===== config.mk =====
export PLATFORM = sky130hd
export DESIGN_NAME = chunked_adder_seq_flat
export DESIGN_NICKNAME = d
export VERILOG_FILES = /design/src/rtl/chunked_adder_seq_if.sv /design/src/rtl/chunked_adder_seq.sv /design/src/flat_wrapper.sv
export SDC_FILE = /design/constraint.sdc
export NUM_CORES = 1
export LEC_CHECK = 0
export ABC_AREA = 1
export CAP_MARGIN = 0
export CORE_UTILIZATION = 58
export CTS_BUF_LIST = sky130_fd_sc_hd__clkbuf_16
export DETAILED_ROUTE_END_ITERATION = 6
export PLACE_DENSITY = 0.86
export SETUP_SLACK_MARGIN = 0.02
export SYNTH_ARGS = -nofsm -noshare
export SYNTH_HDL_FRONTEND = slang
export SYNTH_SLANG_ARGS = --single-unit

===== constraint.sdc =====
create_clock -name clk -period 23.7 [get_ports clk]
set_input_delay 7.11 -clock clk [delete_from_list [all_inputs] [get_ports clk]]
set_output_delay 7.11 -clock clk [all_outputs]
set_load 0.005 [all_outputs]

===== src/rtl/chunked_adder_seq_if.sv =====
// Handshake and operand/result bundle for chunked_adder_seq.
// Optional macro ADDER_SUB_EN adds the subtract-select signal.
interface chunked_adder_seq_if #(
    parameter int WIDTH = 64
);
    logic             start;
    logic [WIDTH-1:0] A;
    logic [WIDTH-1:0] B;
    logic             C0;
`ifdef ADDER_SUB_EN
    logic             sub;
`endif
    logic             ready;
    logic             done;
    logic [WIDTH-1:0] sum;
    logic             SF;
    logic             CF;
    logic             OF;
    logic             PF;
    logic             ZF;

    // Requester side (ALU control FSM / testbench)
    modport master (
        output start, A, B, C0,
`ifdef ADDER_SUB_EN
        output sub,
`endif
        input  ready, done, sum, SF, CF, OF, PF, ZF
    );

    // Adder side
    modport slave (
        input  start, A, B, C0,
`ifdef ADDER_SUB_EN
        input  sub,
`endif
        output ready, done, sum, SF, CF, OF, PF, ZF
    );
endinterface


===== src/rtl/chunked_adder_seq.sv =====
// Multi-cycle chunked adder with x86-style flags (SF/CF/OF/PF/ZF).
// Adds CHUNK bits per clock, LSB chunk first, carrying between chunks
// through a register. WIDTH must be an integer multiple of CHUNK.
// Optional macro ADDER_SUB_EN: enables subtract (A - B - C0) via bus.sub.
//
// state  | meaning
// S_IDLE | ready=1, waiting for start
// S_BUSY | ready=0, one chunk added per clock; done on the last chunk
module chunked_adder_seq #(
    parameter int WIDTH = 64,
    parameter int CHUNK = 16
) (
    input  logic                 clk,
    input  logic                 rst,
    chunked_adder_seq_if.slave   bus
);
    localparam int N  = WIDTH / CHUNK;
    localparam int CW = $clog2(N) + 1;

    typedef enum logic {S_IDLE, S_BUSY} state_t;

    state_t           r_state;
    logic [WIDTH-1:0] r_a;
    logic [WIDTH-1:0] r_b;
    logic [WIDTH-1:0] r_shadow;
    logic [WIDTH-1:0] r_sum;
    logic [CW-1:0]    r_cnt;
    logic             r_carry;
    logic             r_sub;
    logic             r_ready;
    logic             r_done;
    logic             r_sf;
    logic             r_cf;
    logic             r_of;
    logic             r_pf;
    logic             r_zf;

    logic             w_sub_in;
    logic [CHUNK-1:0] w_a_chunk;
    logic [CHUNK-1:0] w_b_chunk;
    logic [CHUNK:0]   w_chunk_sum;
    logic [CHUNK-1:0] w_res;
    logic             w_cout;
    logic             w_cin_msb;
    logic [WIDTH-1:0] w_final;

`ifdef ADDER_SUB_EN
    assign w_sub_in = bus.sub;
`else
    assign w_sub_in = 1'b0;
`endif

    // Current chunk slice and its add through the registered carry
    assign w_a_chunk   = r_a[int'(r_cnt)*CHUNK +: CHUNK];
    assign w_b_chunk   = r_b[int'(r_cnt)*CHUNK +: CHUNK];
    assign w_chunk_sum = {1'b0, w_a_chunk} + {1'b0, w_b_chunk} + {{CHUNK{1'b0}}, r_carry};
    assign w_res       = w_chunk_sum[CHUNK-1:0];
    assign w_cout      = w_chunk_sum[CHUNK];
    // Carry into the chunk MSB recovered from the MSB sum bit
    assign w_cin_msb   = w_a_chunk[CHUNK-1] ^ w_b_chunk[CHUNK-1] ^ w_res[CHUNK-1];

    // Full result: earlier chunks from the shadow, final chunk straight from the adder
    always_comb begin
        w_final = r_shadow;
        w_final[WIDTH-1 -: CHUNK] = w_res;
    end

    // Control FSM, operand latch, chunk sequencing and result/flag registers
    always_ff @(posedge clk or posedge rst) begin
        if (rst) begin
            r_state  <= S_IDLE;
            r_a      <= '0;
            r_b      <= '0;
            r_shadow <= '0;
            r_sum    <= '0;
            r_cnt    <= '0;
            r_carry  <= 1'b0;
            r_sub    <= 1'b0;
            r_ready  <= 1'b1;
            r_done   <= 1'b0;
            r_sf     <= 1'b0;
            r_cf     <= 1'b0;
            r_of     <= 1'b0;
            r_pf     <= 1'b0;
            r_zf     <= 1'b0;
        end else begin
            r_done <= 1'b0;
            case (r_state)
                S_IDLE: begin
                    if (bus.start) begin
                        // Subtract is A + ~B + ~C0; borrow is the inverted carry
                        r_a     <= bus.A;
                        r_b     <= w_sub_in ? ~bus.B : bus.B;
                        r_carry <= bus.C0 ^ w_sub_in;
                        r_sub   <= w_sub_in;
                        r_cnt   <= '0;
                        r_ready <= 1'b0;
                        r_state <= S_BUSY;
                    end
                end
                S_BUSY: begin
                    r_shadow[int'(r_cnt)*CHUNK +: CHUNK] <= w_res;
                    r_carry <= w_cout;
                    if (r_cnt == CW'(N-1)) begin
                        r_cnt   <= '0;
                        r_sum   <= w_final;
                        r_sf    <= w_final[WIDTH-1];
                        r_cf    <= w_cout ^ r_sub;
                        r_of    <= w_cin_msb ^ w_cout;
                        r_pf    <= ^w_final;
                        r_zf    <= (w_final == '0);
                        r_done  <= 1'b1;
                        r_ready <= 1'b1;
                        r_state <= S_IDLE;
                    end else begin
                        r_cnt <= r_cnt + 1'b1;
                    end
                end
                default: r_state <= S_IDLE;
            endcase
        end
    end

    assign bus.ready = r_ready;
    assign bus.done  = r_done;
    assign bus.sum   = r_sum;
    assign bus.SF    = r_sf;
    assign bus.CF    = r_cf;
    assign bus.OF    = r_of;
    assign bus.PF    = r_pf;
    assign bus.ZF    = r_zf;
endmodule


===== src/flat_wrapper.sv =====
// flat-port wrapper written by rule: the top's interface ports become plain ports
module chunked_adder_seq_flat 
#(
    parameter int WIDTH = 64,
    parameter int CHUNK = 16
)
  (clk, rst, bus_start, bus_A, bus_B, bus_C0, bus_ready, bus_done, bus_sum, bus_SF, bus_CF, bus_OF, bus_PF, bus_ZF);
  chunked_adder_seq_if #(.WIDTH(WIDTH)) bus_i ();
  input  logic clk;
  input  logic rst;
  input wire logic [$bits(bus_i.start)-1:0] bus_start;
  input wire logic [$bits(bus_i.A)-1:0] bus_A;
  input wire logic [$bits(bus_i.B)-1:0] bus_B;
  input wire logic [$bits(bus_i.C0)-1:0] bus_C0;
  output wire logic [$bits(bus_i.ready)-1:0] bus_ready;
  output wire logic [$bits(bus_i.done)-1:0] bus_done;
  output wire logic [$bits(bus_i.sum)-1:0] bus_sum;
  output wire logic [$bits(bus_i.SF)-1:0] bus_SF;
  output wire logic [$bits(bus_i.CF)-1:0] bus_CF;
  output wire logic [$bits(bus_i.OF)-1:0] bus_OF;
  output wire logic [$bits(bus_i.PF)-1:0] bus_PF;
  output wire logic [$bits(bus_i.ZF)-1:0] bus_ZF;
  assign bus_i.start = bus_start;
  assign bus_i.A = bus_A;
  assign bus_i.B = bus_B;
  assign bus_i.C0 = bus_C0;
  assign bus_ready = bus_i.ready;
  assign bus_done = bus_i.done;
  assign bus_sum = bus_i.sum;
  assign bus_SF = bus_i.SF;
  assign bus_CF = bus_i.CF;
  assign bus_OF = bus_i.OF;
  assign bus_PF = bus_i.PF;
  assign bus_ZF = bus_i.ZF;
  chunked_adder_seq #(.WIDTH(WIDTH), .CHUNK(CHUNK)) u_core (.clk(clk), .rst(rst), .bus(bus_i));
endmodule

==> results.yml, run 1 <==
worst_setup_path:
  ff2ff_setup_slack_ps: 18120
  path_cells: "clkdlybuf4s50_1 -> inv_1 -> nor2_4 -> buf_4 -> clkinv_2 -> buf_4 -> nand2_1 -> nand2_1"
  slowest_delay_ps: 520
  crit_fanout: 110
  crit_slowest_cell: "buf_4"
  cp-start-kind: "input pin"
  arrival_ps: 9360
  crit_type: "input pin to flop"
  reg2reg_from: "u_core.r_cnt[0]"
  r2r_cells: 22
  worstPathRequired_ps: 24110
  reg2reg_to: "u_core.bus.PF"
  cp-end-kind: "flop"
clock_network:
  cts_buffer_depth: 3
  cts_tree: "built"
  clkTransAtPathRegs_ps: 60
  root_buffer: "clkbuf_16"
  cts_sinks: 251
  ctsHoldBuffers: 0
  cts_setup_buffers: 0
  clock_latency_ps: 520
  htree_levels: 1
  ctsResizeCount: 0
  cts_made_buffers: 25
yosys:
  syn_inst: 1558
  synthTopCellsByCount: "608 x nand2_1, 250 x dfrtp_1, 184 x o21ai_0, 122 x inv_1, 100 x nor2_1"
  yosysWarnings: 0
  netlist_area_um2: 12300
  synth-seq-cells: 251
  synth_area_leaders: "dfrtp_1 51%, nand2_1 19%, o21ai_0 7.5%"
  async_reset_ff_frac: 1.00
  synth_ff_type: "dfrtp_1"
  syn_nets: 1738
  synth.distinct_cells: 33
  syn_area_per_cell_um2: 7.91
  yosysSeqAreaShare: 0.510
  yosys.area.top_type: "dfrtp_1"
  yosysMostFrequentCell: "nand2_1"
  synth_edf_count: 0
  synth_top_area_frac: 0.508
run_status:
  status: "finished, final reports clean"
cells_and_area:
  drive_above_1_share: 0.0465
  syn2layout_area_growth_pct: 24.3
  antenna_cells: 0
  nNetsFinal: 1905
grt:
  grt_overflow: 0
  track_usage: 0.314
  grt_pass1_vias: 10700
  grt_max_degree: 111
  grt_antenna_before_repair: 0
  grt_pass1_wl_um: 53600
worst_hold_path:
  whs_endpoint: "u_core.r_b[22]"
  hp-start: "u_core.r_b[22]"
  worstHoldPathCells: 2
  hold_path_class: "flop to flop"
floorplan:
  num_rows: 52
  fp.coreArea_um2: 20600
  io_pins: 203
  start_util: 0.599
  die_area_um2: 21800
  die_x_um: 148
  die_y_um: 148
route:
  drc: 0
  wl_um: 33100
  first_iter_violations: 894
  dr_total_vias: 11000
  drtAntennaViolNets: 0
  first_pass_iters: 6
  routedWlPerCell_um: 16.4
  routed_via_density: 5.48
sta:
  period_share: 0.378
  tns_ps: 0
  final_hold_viol_count: 0
  slew_headroom: 0.250
  setup_viol: 0
  rsz0062_at_grt: "false"
  finalClockSkew_ps: 8.00
  fmax_mhz: 112
  min_period_ps: 8950
  drv_slew: 0
  tightest_slew_ps: 1120
placed_design:
  gp_congestion: 0.877
  place_hpwl_um: 23200
  port_buffers: 202
run:
  drv_cap: 0
==> cells in the final DEF (no fill, tap or decap), types with 2 or more instances in the layout <==
cell type / n
and2_1: 6
nand4_1: 15
nor2_4: 2
inv_1: 123
fa_1: 2
clkinv_1: 6
o21a_1: 3
bufinv_16: 4
o211ai_1: 8
buf_4: 12
nor2_2: 5
nand2_1: 608
xor2_1: 7
ha_1: 46
nor4_1: 2
nand2_2: 14
nor2_1: 99
nor3_2: 2
o21ai_0: 184
clkdlybuf4s50_1: 202
o22ai_1: 13
inv_6: 3
dfrtp_1: 249
inv_2: 5
a21oi_1: 25
clkbuf_16: 25
nand3_1: 35
xnor2_1: 24
clkinv_2: 3
==> metal layers <==
layer | GRT usage | part of all wire | up-vias
met3 | 0.0355 | 0.069 | 99
met4 | 0.131 | 0.043 | 0
li1 | - | - | 5252
met1 | 0.423 | 0.41 | 5167
met5 | 0 | 0 | -
met2 | 0.521 | 0.48 | 517
==> through the flow <==
stage | hold WS (ps) | std cells | area [um2] | util | setup slack [ps]
floorplan | 437 | 1558 | 12300 | - | 9690
global placement | 449 | 1968 | 14500 | 0.705 | 14410
detailed placement | 454 | 1968 | 14500 | 0.705 | 14300
CTS | 469 | 2012 | 15300 | 0.745 | 14830
global route | 480 | 2012 | 15300 | 0.745 | 14650
finish | 466 | 2012 | 15300 | 0.745 | 14750
==> cells by family after synthesis <==
kind of cell | share of synthesized area
and+or+nand+nor | 0.254
adders and majority gates | 0.0499
AOI/OAI and AO/OA | 0.102
xor gates and xnor gates | 0.0220
DFF | 0.510
buffers and inverters | 0.0624
==> area by class of cell <==
| cell class | count | area [um2] |
|---|---|---|
| Clock buffer | 25 | 626 |
| Clock inverter | 19 | 198 |
| Fill cell | 1510 | 5240 |
| Inverter | 127 | 485 |
| Multi-Input combinational cell | 1106 | 5280 |
| Sequential cell | 251 | 6280 |
| Tap cell | 270 | 338 |
| Timing Repair Buffer | 214 | 2110 |
==> registers in the layout (all words and copies together) (netlist names), 3 cells and up <==
signal,cells
u_core.bus.sum,63
u_core.r_a,64
u_core.r_b,64
u_core.r_cnt,3
u_core.r_shadow,48
==> worst max path at each step <==
| stage | start | endpoint | slack (ps) | depth (start not counted) |
|---|---|---|---|---|
| after detailed placement | bus_start | u_core.r_b[46] | 14300 | 8 |
| after floorplan | rst | u_core.bus.CF | 9690 | 1 |
| after global routing | bus_start | u_core.r_b[46] | 14650 | 8 |
| final | bus_start | u_core.r_b[48] | 14750 | 8 |
| after global placement | bus_start | u_core.r_b[43] | 14410 | 8 |
| after CTS | bus_start | u_core.r_b[48] | 14830 | 8 |
==> worst max-delay path: cells and delay by family <==
kind / cells / cell delay (ps)
simple gates: 3 / 370
buf+inv: 5 / 1760
Power of run 1 is not shown: default switching activity piles up to over one toggle a cycle in this logic, so the estimate is an artifact.
==> inputs of run 2 (changes only) <==
- CORE_UTILIZATION: 58 -> 54
- PLACE_DENSITY: 0.86 -> 0.81
- clock period: 23.7 -> 9.1 ns (I/O delays scaled with it)
==> run 2 against run 1 <==
Compared with the run above:
- critical path type is now flop to flop
- global-route usage is 3.5 points lower
- clock skew is 9.1 ps higher
- sequential share of layout area is 0.060 points higher
- largest cell class unchanged
- register-to-register slack worse by 15000 ps
==> results.yml, run 2 (synthesis gave the netlist of run 1 again) <==
grt:
  grt_overflow: 0
  grt_pass1_vias: 10400
  grt_antenna_before_repair: 0
  grt_max_degree: 126
  track_usage: 0.280
  grt_pass1_wl_um: 52100
route:
  first_pass_iters: 5
  drc: 0
  routedWlPerCell_um: 16.0
  routed_via_density: 5.34
  first_iter_violations: 881
  wl_um: 32400
  drtAntennaViolNets: 0
  dr_total_vias: 10800
sta:
  drv_slew: 0
  final_hold_viol_count: 0
  tns_ps: 0
  setup_slack_ps: 3540
  tightest_slew_ps: 1130
  fmax_mhz: 180
  slew_headroom: 0.244
  rsz0062_at_grt: "false"
  setup_viol: 0
  period_share: 0.610
  finalClockSkew_ps: 17.1
  min_period_ps: 5560
worst_setup_path:
  arrival_ps: 5960
  cp-endpoint: "u_core.bus.PF"
  crit_fanout: 21
  reg2reg_to: "u_core.bus.PF"
  ff2ff_setup_slack_ps: 3540
  r2r_cells: 23
  crit_type: "flop to flop"
  reg2reg_from: "u_core.r_cnt[1]"
  worstPathRequired_ps: 9510
  startpoint: "u_core.r_cnt[1]"
  cp-start-kind: "flop"
  cp-end-kind: "flop"
cells_and_area:
  syn2layout_area_growth_pct: 24.1
  nNetsFinal: 1905
  mostFrequentLayoutCells: "608 x nand2_1, 249 x dfrtp_1, 202 x clkdlybuf4s50_1"
  mostFrequentLayoutCell: "nand2_1"
  drive_above_1_share: 0.0459
  antenna_cells: 0
  final_cell_count_no_fill: 2023
placed_design:
  place_hpwl_um: 23000
  pre_cts_ws_ps: 3570
  port_buffers: 202
  dp.cells: 1978
  gp_congestion: 0.891
clock_network:
  htree_levels: 1
  cts_tree: "built"
  cts_made_buffers: 25
  ctsResizeCount: 0
  clkTransAtPathRegs_ps: 60
  cts_sinks: 251
  cts_buffer_depth: 3
  root_buffer: "clkbuf_16"
  cts_setup_buffers: 0
  clock_latency_ps: 520
  ctsHoldBuffers: 0
floorplan:
  io_pins: 203
  start_util: 0.558
  die_area_um2: 23400
  fp.coreArea_um2: 22100
  num_rows: 54
  die_x_um: 153
  die_y_um: 153
worst_hold_path:
  worstHoldPathCells: 2
  hold_path_class: "flop to flop"
run:
  drv_cap: 0
run_status:
  status: "finished, final reports clean"
[run 2: cell count changes in the layout (fill, tap and decap cells not counted)]
| cell | before | now |
|---|---|---|
| inv_8 | 1 | 0 |
| nor2_2 | 5 | 6 |
| nor2_1 | 99 | 98 |
| bufinv_16 | 4 | 3 |
| clkinv_2 | 3 | 5 |
| clkinv_4 | 0 | 1 |
| inv_6 | 3 | 0 |
| inv_1 | 123 | 127 |
| clkinv_1 | 6 | 5 |
[run 2: worst min path at each step]
stage,start,slack (ps),endpoint
after floorplan,u_core.r_a[0],440,u_core.r_a[0]
after global placement,u_core.r_b[37],450,u_core.r_b[37]
after detailed placement,u_core.r_b[39],450,u_core.r_b[39]
after CTS,u_core.r_b[39],470,u_core.r_b[39]
after global routing,u_core.r_b[44],480,u_core.r_b[44]
final,u_core.r_b[18],470,u_core.r_b[18]
[run 2: per-layer routing]
layer | GRT usage | wire [um] | vias to the layer above
met5 | 0 | 0 | -
met4 | 0.116 | 1230 | 0
met3 | 0.0377 | 2260 | 67
met2 | 0.452 | 15100 | 428
met1 | 0.382 | 13800 | 5059
li1 | - | - | 5251
[run 2: cell type report]
class	count	area (um2)
inverters	127	482
well taps	280	350
flip-flops and latches	251	6280
clock buffers	25	626
multi-input cells	1106	5280
clock inverters	20	164
repair buffers	214	2110
fillers	1752	6790
[run 2: worst max-delay path, cell delays in order (launching register included)]
cell	delay (ps)
dfrtp_1	910
inv_1	490
nor2_1	510
buf_4	290
o21ai_0	130
o22ai_1	180
fa_1	310
inv_1	80
fa_1	410
inv_1	120
nand2_1	60
nand2_1	70
and2_1	160
xnor2_1	320
ha_1	370
xnor2_1	140
xnor2_1	190
inv_1	70
nand2_1	70
nand2_1	100
xnor2_1	230
nand3_1	100
nand3_1	80
nand2_1	50
[run 2: through the flow]
step | util | cell area (um2) | hold slack [ps]
floorplan | - | 12300 | 437
global placement | 0.657 | 14500 | 448
detailed placement | 0.657 | 14500 | 453
CTS | 0.692 | 15300 | 469
global route | 0.692 | 15300 | 479
finish | 0.692 | 15300 | 467
Power of run 2 is left out for the same reason.
==> inputs of run 3 (changes only) <==
- clock period: 9.1 -> 5.8 ns (I/O delays scaled with it)
==> run 3 against run 2 <==
Compared with the run above:
- core utilization is 0.36 points higher
- register-to-register slack worse by 2700 ps
- clock skew barely moved
- critical path type unchanged
- critical endpoint unchanged
==> results.yml, run 3 (synthesis gave the netlist of run 1 again) <==
worst_setup_path:
  crit_type: "flop to flop"
  worstPathRequired_ps: 6210
  crit_slowest_cell: "dfrtp_1"
  cp-end-kind: "flop"
  path_cells: "buf_4 -> inv_1 -> nor2_1 -> o21ai_0 -> o22ai_1 -> fa_1 -> inv_1 -> fa_1 -> inv_1 -> nand2_1 -> nand2_1 -> and2_1 -> xnor2_1 -> ha_1 -> xnor2_1 -> xnor2_1 -> inv_1 -> nand2_1 -> nand2_1 -> xnor2_1 -> nand3_1 -> nand3_1 -> nand2_1"
  path_common_cell: "nand2_1"
  arrival_ps: 5330
  cp-start-kind: "flop"
  crit_family: "simple AND/OR/NAND/NOR gates"
  slowest_delay_ps: 530
  critPathBufInv: 5
  crit_fanout: 13
route:
  wl_um: 33800
  routed_via_density: 5.36
  first_pass_iters: 6
  drtAntennaViolNets: 0
  drc: 0
  dr_total_vias: 10900
  routedWlPerCell_um: 16.7
  first_iter_violations: 888
grt:
  grt_max_degree: 145
  grt_pass1_vias: 10700
  grt_overflow: 0
  grt_pass1_wl_um: 54700
  grt_antenna_before_repair: 0
  track_usage: 0.294
cells_and_area:
  utilization: 0.696
  num-fill-cells: 1755
  nNetsFinal: 1906
  fin_area_um2: 15400
  syn2layout_area_growth_pct: 24.8
  antenna_cells: 0
  mostFrequentLayoutCells: "608 x nand2_1, 249 x dfrtp_1, 202 x clkdlybuf4s50_1"
  mostFrequentLayoutCell: "nand2_1"
  drive_above_1_share: 0.0481
clock_network:
  cts_setup_buffers: 0
  clock_latency_ps: 530
  root_buffer: "clkbuf_16"
  cts_made_buffers: 26
  cts_tree: "built"
  cts_buffer_depth: 3
  ctsHoldBuffers: 0
  htree_levels: 1
  clkTransAtPathRegs_ps: 60
  cts_sinks: 251
  ctsResizeCount: 0
placed_design:
  dpl_cell_area_um2: 14500
  gp_congestion: 0.930
  pre_cts_ws_ps: 964
  place_hpwl_um: 24800
  port_buffers: 202
sta:
  period_share: 0.848
  final_hold_viol_count: 0
  tightest_slew_ps: 1090
  finalClockSkew_ps: 16.6
  slew_headroom: 0.271
  setup_viol: 0
  setup_slack_ps: 881
  tns_ps: 0
  min_period_ps: 4920
  rsz0062_at_grt: "false"
  fmax_mhz: 203
  drv_slew: 0
floorplan:
  start_util: 0.558
  io_pins: 203
  die_area_um2: 23400
  die_x_um: 153
  fp.coreArea_um2: 22100
  num_rows: 54
  die_y_um: 153
run:
  drv_cap: 0
worst_hold_path:
  hold_path_class: "flop to flop"
run_status:
  status: "finished, final reports clean"
[run 3: layout make-up]
class | instances | area (um2) | share of cell area
inverter | 127 | 482 | 0.0313
clock inverter | 21 | 158 | 0.0103
multi-input combinational | 1106 | 5280 | 0.343
timing repair buffer | 214 | 2150 | 0.140
clock buffer | 27 | 676 | 0.0439
tap | 280 | 350 | 0.0228
sequential | 251 | 6280 | 0.409
[run 3: final timing paths]
check                                 from             endpoint  slack [ps]  depth (start not counted)
hold reg to reg              u_core.r_a[8]        u_core.r_a[8]         470                          2
min in group asynchronous              rst       u_core.r_a[48]        1740                          2
hold / removal               u_core.r_a[8]        u_core.r_a[8]         470                          2
max in group asynchronous              rst  u_core.r_shadow[44]        3030                          3
setup reg to reg           u_core.r_cnt[1]        u_core.bus.PF         880                         23
setup / recovery           u_core.r_cnt[1]        u_core.bus.PF         880                         23
[run 3: routing by layer]
metal	share of wire	global-route usage
met5	0	0
met4	0.039	0.115
met3	0.067	0.0377
met2	0.47	0.482
met1	0.42	0.400
[run 3: stage by stage]
step	cells	hold WS, ps
6_report	2026	467
5_1_grt	2026	484
4_1_cts	2026	468
3_5_place_dp	1978	453
3_3_place_gp	1978	449
2_1_floorplan	1558	437
[run 3: tightest hold or removal path, cell delays in order, from the launching register on]
cell and delay, ps:
dfrtp_1 340, nand2_1 60, nand2_1 50
Power of run 3 is left out for the same reason.
